--- config.mk ---
export PLATFORM = sky130hd
export DESIGN_NAME = draw_sequencer
export DESIGN_NICKNAME = d
export VERILOG_FILES = /design/src/rtl/draw_sequencer.sv
export SDC_FILE = /design/constraint.sdc
export NUM_CORES = 1
export LEC_CHECK = 0
export BUFFER_PORTS_ARGS = -buffer_cell sky130_fd_sc_hd__buf_2
export CAP_MARGIN = 20
export CELL_PAD_IN_SITES_DETAIL_PLACEMENT = 1
export CELL_PAD_IN_SITES_GLOBAL_PLACEMENT = 1
export CORE_UTILIZATION = 32
export CTS_CLUSTER_SIZE = 20
export DETAILED_ROUTE_END_ITERATION = 16
export PLACE_DENSITY = 0.9
export SLEW_MARGIN = 20
export SYNTH_ARGS = -nofsm -noshare
export SYNTH_HDL_FRONTEND = slang
export SYNTH_SLANG_ARGS = --single-unit
--- constraint.sdc ---
create_clock -name clk -period 2 [get_ports clk]
set_input_delay 0.3 -clock clk [delete_from_list [all_inputs] [get_ports clk]]
set_output_delay 0.3 -clock clk [all_outputs]
set_load 0.05 [all_outputs]
--- src/rtl/draw_sequencer.sv ---
// draw_sequencer: grants one of three full-screen drawers at a time, muxes its pixel stream to the VGA port.
// Optional DRAW_WATCHDOG_EN adds an ACTIVE-state timeout and a sticky timeout_err output.
module draw_sequencer #(
  parameter int NUM_SRC = 3
`ifdef DRAW_WATCHDOG_EN
  , parameter int TIMEOUT_CYCLES = 40000
`endif
) (
  input  logic                 clk,
  input  logic                 reset,
  input  logic [NUM_SRC-1:0]   req,
  input  logic [3*NUM_SRC-1:0] src_col,
  input  logic [8*NUM_SRC-1:0] src_x,
  input  logic [7*NUM_SRC-1:0] src_y,
  input  logic [NUM_SRC-1:0]   src_plot,
  input  logic [NUM_SRC-1:0]   src_done,
  output logic [NUM_SRC-1:0]   src_en,
  output logic [2:0]           vga_colour,
  output logic [7:0]           vga_x,
  output logic [6:0]           vga_y,
  output logic                 vga_plot,
  output logic                 busy,
  output logic                 done,
  output logic [1:0]           done_id
`ifdef DRAW_WATCHDOG_EN
  , output logic               timeout_err
`endif
);

  typedef enum logic [1:0] {
    S_IDLE,
    S_ACTIVE,
    S_RELEASE
  } state_t;

  state_t             state_q;
  logic [NUM_SRC-1:0] pending_q, pending_d;
  logic [1:0]         sel_q;
  logic [NUM_SRC-1:0] src_en_q;
  logic [2:0]         col_q;
  logic [7:0]         x_q;
  logic [6:0]         y_q;
  logic               plot_q;
  logic               busy_q;
  logic               done_q;
  logic [1:0]         done_id_q;

  logic               gnt_vld;
  logic [1:0]         gnt_id;
  logic [NUM_SRC-1:0] gnt_oh;
  logic               gnt_fire;

  logic [2:0]         m_col;
  logic [7:0]         m_x;
  logic [6:0]         m_y;
  logic               m_plot;
  logic               m_done;

`ifdef DRAW_WATCHDOG_EN
  logic [15:0]        wd_cnt_q;
  logic               tmo_q;
`endif

  // Fixed-priority pick: gameover > clear > frame
  always_comb begin
    gnt_vld = 1'b1;
    gnt_id  = 2'd0;
    if (pending_q[1])      gnt_id = 2'd1;
    else if (pending_q[0]) gnt_id = 2'd0;
    else if (pending_q[2]) gnt_id = 2'd2;
    else                   gnt_vld = 1'b0;
  end

  assign gnt_fire  = (state_q == S_IDLE) && gnt_vld;
  assign gnt_oh    = NUM_SRC'(1) << gnt_id;
  assign pending_d = (pending_q | req) & ~(gnt_fire ? gnt_oh : '0);

  // Select the pixel stream of the granted drawer
  always_comb begin
    m_col  = src_col[2:0];
    m_x    = src_x[7:0];
    m_y    = src_y[6:0];
    m_plot = src_plot[0];
    m_done = src_done[0];
    case (sel_q)
      2'd1: begin
        m_col  = src_col[5:3];
        m_x    = src_x[15:8];
        m_y    = src_y[13:7];
        m_plot = src_plot[1];
        m_done = src_done[1];
      end
      2'd2: begin
        m_col  = src_col[8:6];
        m_x    = src_x[23:16];
        m_y    = src_y[20:14];
        m_plot = src_plot[2];
        m_done = src_done[2];
      end
      default: ;
    endcase
  end

  // Sequencer FSM with registered enables, pixel stage and done pulse
  always_ff @(posedge clk) begin
    if (reset) begin
      state_q   <= S_IDLE;
      pending_q <= '0;
      sel_q     <= 2'd0;
      src_en_q  <= '0;
      col_q     <= 3'd0;
      x_q       <= 8'd0;
      y_q       <= 7'd0;
      plot_q    <= 1'b0;
      busy_q    <= 1'b0;
      done_q    <= 1'b0;
      done_id_q <= 2'd0;
`ifdef DRAW_WATCHDOG_EN
      wd_cnt_q  <= 16'd0;
      tmo_q     <= 1'b0;
`endif
    end else begin
      pending_q <= pending_d;
      case (state_q)
        S_IDLE: begin
          plot_q <= 1'b0;
          done_q <= 1'b0;
          if (gnt_vld) begin
            sel_q    <= gnt_id;
            src_en_q <= gnt_oh;
            busy_q   <= 1'b1;
            state_q  <= S_ACTIVE;
`ifdef DRAW_WATCHDOG_EN
            wd_cnt_q <= 16'd0;
`endif
          end
        end
        S_ACTIVE: begin
          col_q  <= m_col;
          x_q    <= m_x;
          y_q    <= m_y;
          plot_q <= m_plot & ~m_done;
          if (m_done) begin
            src_en_q  <= '0;
            done_q    <= 1'b1;
            done_id_q <= sel_q;
            state_q   <= S_RELEASE;
          end
`ifdef DRAW_WATCHDOG_EN
          else if (wd_cnt_q == 16'(TIMEOUT_CYCLES - 1)) begin
            src_en_q  <= '0;
            plot_q    <= 1'b0;
            done_q    <= 1'b1;
            done_id_q <= sel_q;
            tmo_q     <= 1'b1;
            state_q   <= S_RELEASE;
          end else begin
            wd_cnt_q <= wd_cnt_q + 16'd1;
          end
`endif
        end
        S_RELEASE: begin
          plot_q  <= 1'b0;
          done_q  <= 1'b0;
          busy_q  <= 1'b0;
          state_q <= S_IDLE;
        end
        default: state_q <= S_IDLE;
      endcase
    end
  end

  assign src_en     = src_en_q;
  assign vga_colour = col_q;
  assign vga_x      = x_q;
  assign vga_y      = y_q;
  assign vga_plot   = plot_q;
  assign busy       = busy_q;
  assign done       = done_q;
  assign done_id    = done_id_q;
`ifdef DRAW_WATCHDOG_EN
  assign timeout_err = tmo_q;
`endif

endmodule

==> results of run 1 <==
-- synthesized netlist by cell type, drive strengths merged (2+ instances only) --
| cell | n | area (µm²) |
|---|---|---|
| nand2 | 28 | 105.1 |
| ha | 2 | 25.02 |
| a221o | 19 | 190.2 |
| clkbuf | 3 | 11.26 |
| o211a | 3 | 30.03 |
| nor2 | 4 | 15.01 |
| a21oi | 23 | 152.6 |
| mux2i | 2 | 20.02 |
| nand3 | 19 | 145.1 |
| nand2b | 21 | 138.9 |
| o21ai | 4 | 20.02 |
| nor3 | 2 | 21.27 |
| o32ai | 3 | 26.28 |
| inv | 4 | 15.01 |
| dfxtp | 33 | 660.6 |
| buf | 13 | 112.6 |
-- layer usage --
layer / wire, µm / GRT usage, % / up-vias
met2: 2887 / 34.50 / 46
met4: 72 / 6.538 / 0
met3: 234 / 4.311 / 4
met5: 0 / 0 / -
li1: - / - / 867
met1: 2263 / 22.30 / 848
-- stage by stage --
step / setup slack [ns] / instance area [µm²]
final: 0.3305 / 2317
after global routing: 0.2027 / 2317
after CTS: 0.3053 / 2317
after detailed placement: 0.3306 / 2235
after global placement: 0.4125 / 2235
after floorplan: 0.4350 / 1773
-- registers in the layout (all words and copies together) (netlist names) --
signal / count
busy: 1
done: 1
done_id: 2
pending_q: 3
sel_q: 2
src_en: 3
state_q: 2
vga_colour: 3
vga_plot: 1
vga_x: 8
vga_y: 7
-- worst reg2reg max path, stage by stage, from the launching register on --
cell	delay, ns
dfxtp_1	0.37
inv_1	0.06
ha_1	0.36
and2b_1	0.25
nor3_4	0.31
mux2i_1	0.24
-- layout make-up --
cell class / count / area share (%)
clock buffers: 6 / 3.132
clock inverters: 2 / 0.4320
inverters: 4 / 0.6479
multi-input cells: 139 / 42.12
flip-flops and latches: 33 / 28.51
well taps: 70 / 3.780
repair buffers: 96 / 21.38
-- kinds of logic after synthesis --
kind of cell	after synthesis	synth area share [%]
flops	33	37.26
simple gates	80	26.32
compound gates	55	26.04
mux	2	1.129
buf+inv	20	7.833
fa+ha+maj	2	1.411
-- worst max path at each step --
stage | startpoint | endpoint | slack [ns] | depth (start not counted)
floorplan | sel_q[0] | vga_x[0] | 0.43 | 7
global placement | sel_q[0] | vga_plot | 0.41 | 6
detailed placement | sel_q[0] | done_id[0] | 0.33 | 5
CTS | sel_q[0] | done_id[0] | 0.31 | 5
global route | sel_q[0] | done_id[0] | 0.20 | 5
finish | sel_q[0] | done_id[0] | 0.33 | 5
-- where the power goes --
| part | internal (mW) | switching [mW] | total [mW] |
|---|---|---|---|
| clock network | 0.241 | 0.237 | 0.478 |
| registers | 0.741 | 0.0516 | 0.793 |
| logic | 0.304 | 0.612 | 0.916 |
==> impl_metrics.tcl, run 1 <==
set metrics [dict create \
    final-instance-count-excl-fill 350 \
    cp_slowest_stage_delay_ns 0.37 \
    skew_ns 0.003405 \
    worstMarginPinSlew_ns 0.3932 \
    syn_area_cell_um2 9.234 \
    synth_edf_count 0 \
    cts-root-buf "clkbuf_8" \
    port-buffer-count 90 \
    post_synthesis_cell_count 192 \
    detailed_place_hpwl_um 4082 \
    final-hold-violation-count 0 \
    antenna_cells_inserted 0 \
    rsz0062_at_grt "false" \
    wp_data_required_ns 2.20 \
    cts_sinks 33 \
    filler_cells_inserted 674 \
    final_cycle_share_pct 83.47 \
    power_per_cell_area_mw_per_mm2 943.8 \
    most_common_flop_cell_mapped_by_yosys "dfxtp_1" \
    holdBufCountCts 0 \
    run_status "complete, no violations" \
    dr_wl_cell_um 15.59 \
    fin_worst_hold_slack_ns 0.2476 \
    synthArstFlopShare_pct 0 \
    layout_common_cells "buf_2, dfxtp_1, nand2_1" \
    final_max_slew_viol_count 0 \
    placedCellCount 342 \
    yosys_warnings 0 \
    maxSlewHeadroom_pct 73.76 \
    max_freq_mhz 599.0 \
    initial_utilization_pct 34.06 \
    cts-buffers-inserted 5 \
    synth.net_count 259 \
    number_of_global_route_vias_before_repair 1797 \
    total_area_of_multi_input_combinational_cells_um2 975.9 \
    worstHoldPathCells 2 \
    globalRoute.totalOverflow 0 \
    critical-path-slowest-cell "dfxtp_1" \
    dr.first_iter.drc_count 38 \
    routed_wl_um 5457 \
    reg2reg_depth 5 \
    cp_num_buf_inv 1 \
    insertion_delay_ns 0.28 \
    tmin_final_ns 1.669 \
    totalPowerFinal_mw 2.187 \
    vias 1765 \
    num_io_pins 91 \
    cts_tree "yes" \
    cp-end-kind "register" \
    timing.rr.end "done_id[0]" \
    layout_cells_sized_above_1_pct 46.07 \
    timing.final.setup_violations 0 \
    drcViolationCount 0 \
    vdd.ir_drop.worst_mv 0.3416 \
    ff_latch_count_synth 33 \
    critPathTopFamily "simple AND/OR/NAND/NOR gates" \
    cts_setup_buffers 0 \
    critical_path_peak_fanout 6 \
    grt_first_pass_wirelength_um 8818 \
    coreArea_mm2 0.005205 \
    clock_tree.htree_level_count 2 \
    rows 26 \
    cp_cell_sequence "inv_1, ha_1, and2b_1, nor3_4, mux2i_1" \
    gp_routability_congestion 0.7543 \
    die-height_um 76.44 \
    max-cap-violations 0 \
    syn_area_mm2 0.001773 \
    setup_tns_ns 0 \
    finish.utilization_pct 44.52 \
    worstPathArrival_ns 1.87 \
    pin_count_of_the_biggest_net_entering_global_routing 26 \
    die_area_mm2 0.005842 \
    antenna_found_initial 0 \
    synth-seq-area-share_pct 37.26 \
    grt_util_all_layers_pct 19.22 \
    r2r_setup_slack_ns 0.33 \
    final_net_count 346 \
    regToRegStartpoint "sel_q[0]" \
    p_leak_nw 1.048 \
    synth_to_layout_area_growth_pct 30.70 \
    clockBufferDepth 2 \
    ant_nets 0 \
    register_area_um2 660.6 \
    clk_transition_reported_paths_ns 0.07 \
    vias_per_cell 5.043 \
    first_pass_iters 4 \
    cts-resized-gates 0 \
    worst-setup-path-type "reg -> reg" \
    hold_class "in -> reg" \
    floorplan.die.width_um 76.44 \
    count_of_cell_types_in_the_netlist 32 \
    worstSetupStartpointType "register" \
    min_to "pending_q[0]" \
    start_point_of_the_worst_hold_path "req[0]" \
    most_common_cell_after_layout_fill_and_taps_aside "buf_2" \
]
Power figures use the tool's default switching activity.
==> inputs of run 2 (changes only) <==
--- a/config.mk
+++ b/config.mk
@@ -9,10 +9,10 @@
 export CAP_MARGIN = 20
 export CELL_PAD_IN_SITES_DETAIL_PLACEMENT = 1
 export CELL_PAD_IN_SITES_GLOBAL_PLACEMENT = 1
-export CORE_UTILIZATION = 32
+export CORE_UTILIZATION = 29
 export CTS_CLUSTER_SIZE = 20
 export DETAILED_ROUTE_END_ITERATION = 16
-export PLACE_DENSITY = 0.9
+export PLACE_DENSITY = 0.87
 export SLEW_MARGIN = 20
 export SYNTH_ARGS = -nofsm -noshare
 export SYNTH_HDL_FRONTEND = slang
==> constraint.sdc (replaced) <==
create_clock -name clk -period 1.3 [get_ports clk]
set_input_delay 0.195 -clock clk [delete_from_list [all_inputs] [get_ports clk]]
set_output_delay 0.195 -clock clk [all_outputs]
set_load 0.05 [all_outputs]
==> impl_metrics.tcl, run 2 (synthesized netlist as in run 1, its figures left out) <==
set metrics [dict create \
    regToRegStartpoint "sel_q[0]" \
    final_cycle_share_pct 115.2 \
    rows 28 \
    drcViolationCount 0 \
    intPower_mw 2.267 \
    synth_to_layout_area_growth_pct 49.89 \
    worstPathArrival_ns 1.69 \
    max_freq_mhz 667.8 \
    layout_cells_sized_above_1_pct 54.36 \
    violations "setup timing" \
    timing.rr.end "src_en[2]" \
    cp_slowest_stage_delay_ns 0.38 \
    worstHoldPathCells 2 \
    r2r_setup_slack_ns -0.20 \
    wp_data_required_ns 1.50 \
    final-instance-count-excl-fill 373 \
    ant_nets 0 \
    skew_ns 0.004632 \
    cts-buffers-inserted 5 \
    comb_power_share_pct 48.0 \
    timing.final.setup_violations 27 \
    worst_slack_ns -0.1975 \
    final_max_slew_viol_count 0 \
    detailed_place_hpwl_um 4293 \
    vias 1904 \
    routed_wl_um 6105 \
    clk_transition_reported_paths_ns 0.07 \
    placedCellCount 356 \
    power.sequential.fraction_pct 32.4 \
    floorplan.die.width_um 80.19 \
    power_per_cell_area_mw_per_mm2 1429 \
    final-hold-violation-count 0 \
    antenna_cells_inserted 0 \
    min_to "pending_q[0]" \
    vias_per_cell 5.105 \
    cp-end-kind "register" \
    grt_first_pass_wirelength_um 9425 \
    worstMarginPinSlew_ns 0.3856 \
    die-height_um 80.19 \
    total_area_of_multi_input_combinational_cells_mm2 0.001061 \
    grt_util_all_layers_pct 19.35 \
    cts_sinks 33 \
    cp_num_buf_inv 2 \
    gp_routability_congestion 0.8477 \
    initial_utilization_pct 29.95 \
    critical-path-slowest-cell "dfxtp_4" \
    most_common_cell_after_layout_fill_and_taps_aside "buf_2" \
    globalRoute.totalOverflow 0 \
    layout_common_cells "buf_2, dfxtp_1, nand2_1" \
    switching_power_mw 1.532 \
    clockBufferDepth 2 \
    run_status "finished with violations" \
    num_io_pins 91 \
    insertion_delay_ns 0.29 \
    max-cap-violations 0 \
    reg2reg_depth 6 \
    first_pass_iters 4 \
    pin_count_of_the_biggest_net_entering_global_routing 17 \
    dr_wl_cell_um 16.37 \
    dr.first_iter.drc_count 56 \
    cts-root-buf "clkbuf_8" \
    largest_register_ffs 8 \
    worstSetupStartpointType "register" \
    totalPowerFinal_mw 3.799 \
    critPathTopFamily "compound AO/OA/AOI/OAI gates" \
    start_point_of_the_worst_hold_path "req[0]" \
    port-buffer-count 90 \
    vdd.ir_drop.worst_mv 0.5579 \
    die_area_mm2 0.006430 \
    holdBufCountCts 0 \
    cts_tree "yes" \
    worst-setup-path-type "reg -> reg" \
    rsz0062_at_grt "true" \
    critical_path_peak_fanout 6 \
    p_sw_share_pct 40.32 \
    critical_path_cell_count 6 \
    antenna_found_initial 0 \
    cp_cell_sequence "inv_4, ha_4, a221oi_4, nor3_4, buf_6, o32ai_2" \
    clock_tree.htree_level_count 2 \
    maxSlewHeadroom_pct 74.20 \
    number_of_global_route_vias_before_repair 1942 \
    register_area_um2 668.1 \
    p_leak_nw 1.192 \
    final_net_count 364 \
    clockPowerShare_pct 19.5 \
    tmin_final_ns 1.498 \
    coreArea_mm2 0.005921 \
    filler_cells_inserted 715 \
    hold_class "in -> reg" \
]
## run 2: worst register-to-register path: stages (launching register included)
cell      delay (ns)
dfxtp_4         0.38
inv_4           0.05
ha_4            0.27
a221oi_4        0.28
nor3_4          0.07
buf_6           0.14
o32ai_2         0.22
## run 2: metal layers
layer	vias to the layer above	track usage (%)	part of all wire [%]
met5	-	0	0
met4	0	6.964	2.0
met3	13	3.068	4.3
met2	60	36.67	53
met1	920	21.50	40
li1	911	-	-
## run 2: how the worst max path moves through the flow
stage	startpoint	to	slack [ns]
2_1_floorplan	sel_q[0]	vga_x[0]	-0.08
3_3_place_gp	sel_q[0]	done_id[0]	-0.11
3_5_place_dp	sel_q[0]	done_id[1]	-0.17
4_1_cts	sel_q[0]	done_id[1]	-0.17
5_1_grt	sel_q[0]	src_en[1]	-0.24
6_report	sel_q[0]	src_en[2]	-0.20
## run 2: timing repair
item,CTS,global route
gates cloned,2,0
buffers inserted,5,2
endpoints found under the setup margin,26,27
resized for setup,15,5
pin swaps,8,4
## run 2: cell type report
type	instances	share of cell area [%]
Multi-Input combinational cell	139	39.92
Timing Repair Buffer	114	27.64
Sequential cell	33	25.14
Tap cell	75	3.531
Clock buffer	6	2.731
Inverter	4	0.6591
Clock inverter	2	0.3766
## run 2: per-stage QoR
step | worst slack [ns] | setup TNS (ns) | hold WS, ns | area, µm² | utilization (%)
5_1_grt | -0.2374 | -5.204 | 0.1444 | 2658 | 44.89
3_5_place_dp | -0.1697 | -1.822 | 0.4331 | 2380 | 40.19
6_report | -0.1975 | -3.920 | 0.1346 | 2658 | 44.89
4_1_cts | -0.1703 | -3.057 | 0.1278 | 2613 | 44.13
3_3_place_gp | -0.1083 | -1.198 | 0.4255 | 2380 | 40.19
2_1_floorplan | -0.08207 | -1.458 | 0.3328 | 1823 | -
## run 2: power groups by stage
stage               Combinational (mW)  Clock, mW  Sequential (mW)
floorplan                        0.805          0             1.59
global placement                  1.52          0             1.25
detailed placement                1.55          0             1.25
CTS                               1.78      0.773             1.23
global route                      1.95      0.807             1.25
finish                            1.82      0.741             1.23
==> inputs of run 3 (changes only) <==
==> config.mk (replaced) <==
export PLATFORM = sky130hd
export DESIGN_NAME = draw_sequencer
export DESIGN_NICKNAME = d
export VERILOG_FILES = /design/src/rtl/draw_sequencer.sv
export SDC_FILE = /design/constraint.sdc
export NUM_CORES = 1
export LEC_CHECK = 0
export CAP_MARGIN = 20
export CELL_PAD_IN_SITES_DETAIL_PLACEMENT = 1
export CELL_PAD_IN_SITES_GLOBAL_PLACEMENT = 1
export CORE_UTILIZATION = 36
export CTS_CLUSTER_SIZE = 20
export DETAILED_ROUTE_END_ITERATION = 16
export DONT_BUFFER_PORTS = 1
export PLACE_DENSITY = 0.79
export SLEW_MARGIN = 20
export SYNTH_ARGS = -nofsm -noshare
export SYNTH_HDL_FRONTEND = slang
export SYNTH_SLANG_ARGS = --single-unit
==> constraint.sdc (replaced) <==
create_clock -name clk -period 1.25 [get_ports clk]
set_input_delay 0.1875 -clock clk [delete_from_list [all_inputs] [get_ports clk]]
set_output_delay 0.1875 -clock clk [all_outputs]
set_load 0.05 [all_outputs]
==> impl_metrics.tcl, run 3 (synthesized netlist as in run 1, its figures left out) <==
set metrics [dict create \
    vias 1571 \
    setup_tns_ns -3.443 \
    worstPathArrival_ns 1.64 \
    ant_nets 0 \
    cp-end-kind "register" \
    cts_tree "yes" \
    rows 25 \
    antenna_found_initial 0 \
    drcViolationCount 0 \
    dr_wl_cell_um 16.46 \
    first_pass_iters 4 \
    filler_cells_inserted 549 \
    number_of_global_route_vias_before_repair 1483 \
    worstSetupStartpointType "register" \
    clock_tree.htree_level_count 2 \
    p_leak_nw 0.8613 \
    detailed_place_hpwl_um 3575 \
    vias_per_cell 5.362 \
    power_per_cell_area_mw_per_mm2 1621 \
    dr.first_iter.drc_count 43 \
    rsz0062_at_grt "true" \
    synth_to_layout_area_growth_pct 24.70 \
    globalRoute.totalOverflow 0 \
    clk_transition_reported_paths_ns 0.07 \
    worst_slack_ns -0.1793 \
    final-hold-violation-count 0 \
    run_status "finished with violations" \
    worstHoldPathCells 1 \
    register_area_um2 668.1 \
    die_area_mm2 0.005209 \
    final_max_slew_viol_count 0 \
    maxSlewHeadroom_pct 73.92 \
    final-instance-count-excl-fill 293 \
    layout_cells_sized_above_1_pct 38.05 \
    p_sw_share_pct 39.98 \
    routed_wl_um 4824 \
    gp_routability_congestion 0.7599 \
    max-cap-violations 0 \
    final_cycle_share_pct 114.3 \
    worstMarginPinSlew_ns 0.3898 \
    violations "setup timing" \
    floorplan.die.width_um 72.18 \
    port-buffer-count 0 \
    critical_path_peak_fanout 6 \
    die-height_um 72.18 \
    clockBufferDepth 2 \
    hold_class "in -> reg" \
    final_net_count 293 \
    reg2reg_depth 5 \
    insertion_delay_ns 0.28 \
    tmin_final_ns 1.429 \
    coreArea_mm2 0.004723 \
    cts-buffers-inserted 5 \
    worst-setup-path-type "reg -> reg" \
    finish.utilization_pct 46.81 \
    vdd.ir_drop.worst_mv 0.6023 \
    cts-root-buf "clkbuf_8" \
    fin_worst_hold_slack_ns 0.04629 \
    initial_utilization_pct 37.54 \
    cts_sinks 33 \
    antenna_cells_inserted 0 \
    timing.final.setup_violations 27 \
    comb_power_share_pct 43.6 \
    skew_ns 0.003577 \
    wp_data_required_ns 1.46 \
    layout_common_cells "buf_4, dfxtp_1, nand2_1" \
    grt_first_pass_wirelength_um 7134 \
    placedCellCount 284 \
    largest_register_ffs 8 \
    most_common_cell_after_layout_fill_and_taps_aside "buf_4" \
    switching_power_mw 1.433 \
    grt_util_all_layers_pct 17.97 \
    pin_count_of_the_biggest_net_entering_global_routing 26 \
    clockPowerShare_pct 20.7 \
    max_freq_mhz 699.6 \
    total_area_of_multi_input_combinational_cells_mm2 0.001023 \
    intPower_mw 2.151 \
    power.sequential.fraction_pct 35.6 \
    num_io_pins 91 \
]
run 3: stage by stage:
stage / instance area (µm²) / setup WS [ns] / power [mW]
after global routing: 2211 / -0.2779 / 3.776
after CTS: 2191 / -0.2046 / 3.620
final: 2211 / -0.1793 / 3.584
after global placement: 2090 / -0.1236 / 2.784
after detailed placement: 2090 / -0.1932 / 2.828
after floorplan: 1823 / -0.1321 / 2.495
run 3: final timing paths:
path         slack [ns]             to     startpoint
max               -0.18     done_id[1]       sel_q[0]
min                0.05   pending_q[1]         req[1]
max reg2reg       -0.18     done_id[1]       sel_q[0]
min reg2reg        0.46  vga_colour[0]  vga_colour[0]
run 3: final cells by class:
class	instances	share of cell area [%]
clock inverters	1	0.2264
flip-flops and latches	33	30.22
well taps	67	3.792
repair buffers	43	15.51
inverters	4	0.6791
multi-input cells	139	46.29
clock buffers	6	3.282
run 3: critical path, stage by stage (launching register included):
cell,delay (ns)
dfxtp_4,0.37
inv_2,0.04
ha_4,0.23
and2b_2,0.22
nor3_4,0.27
mux2i_1,0.22
run 3: power by group through the flow:
stage               Combinational [mW]  Sequential (mW)  Clock, mW
CTS                               1.56             1.28      0.783
global route                      1.68             1.29      0.806
detailed placement                1.53             1.30          0
global placement                  1.49             1.29          0
finish                            1.56             1.28      0.742
floorplan                        0.837             1.66          0
run 3: layer usage:
layer	track usage, %	vias to the layer above	routed length [µm]	part of all wire [%]
met1	21.08	745	1999	41
met2	30.22	60	2405	50
met4	6.754	0	63	1.3
met3	6.250	7	354	7.3
li1	-	759	-	-
met5	0	-	0	0
run 3: timing repair:
| item | CTS | global route |
|---|---|---|
| pin swaps | 2 | 6 |
| endpoints found under the setup margin | 27 | 27 |
| buffers inserted | 0 | 3 |
| gates resized for setup | 1 | 6 |
| hold endpoints to repair | 25 | 0 |
| hold buffers | 1 | 0 |
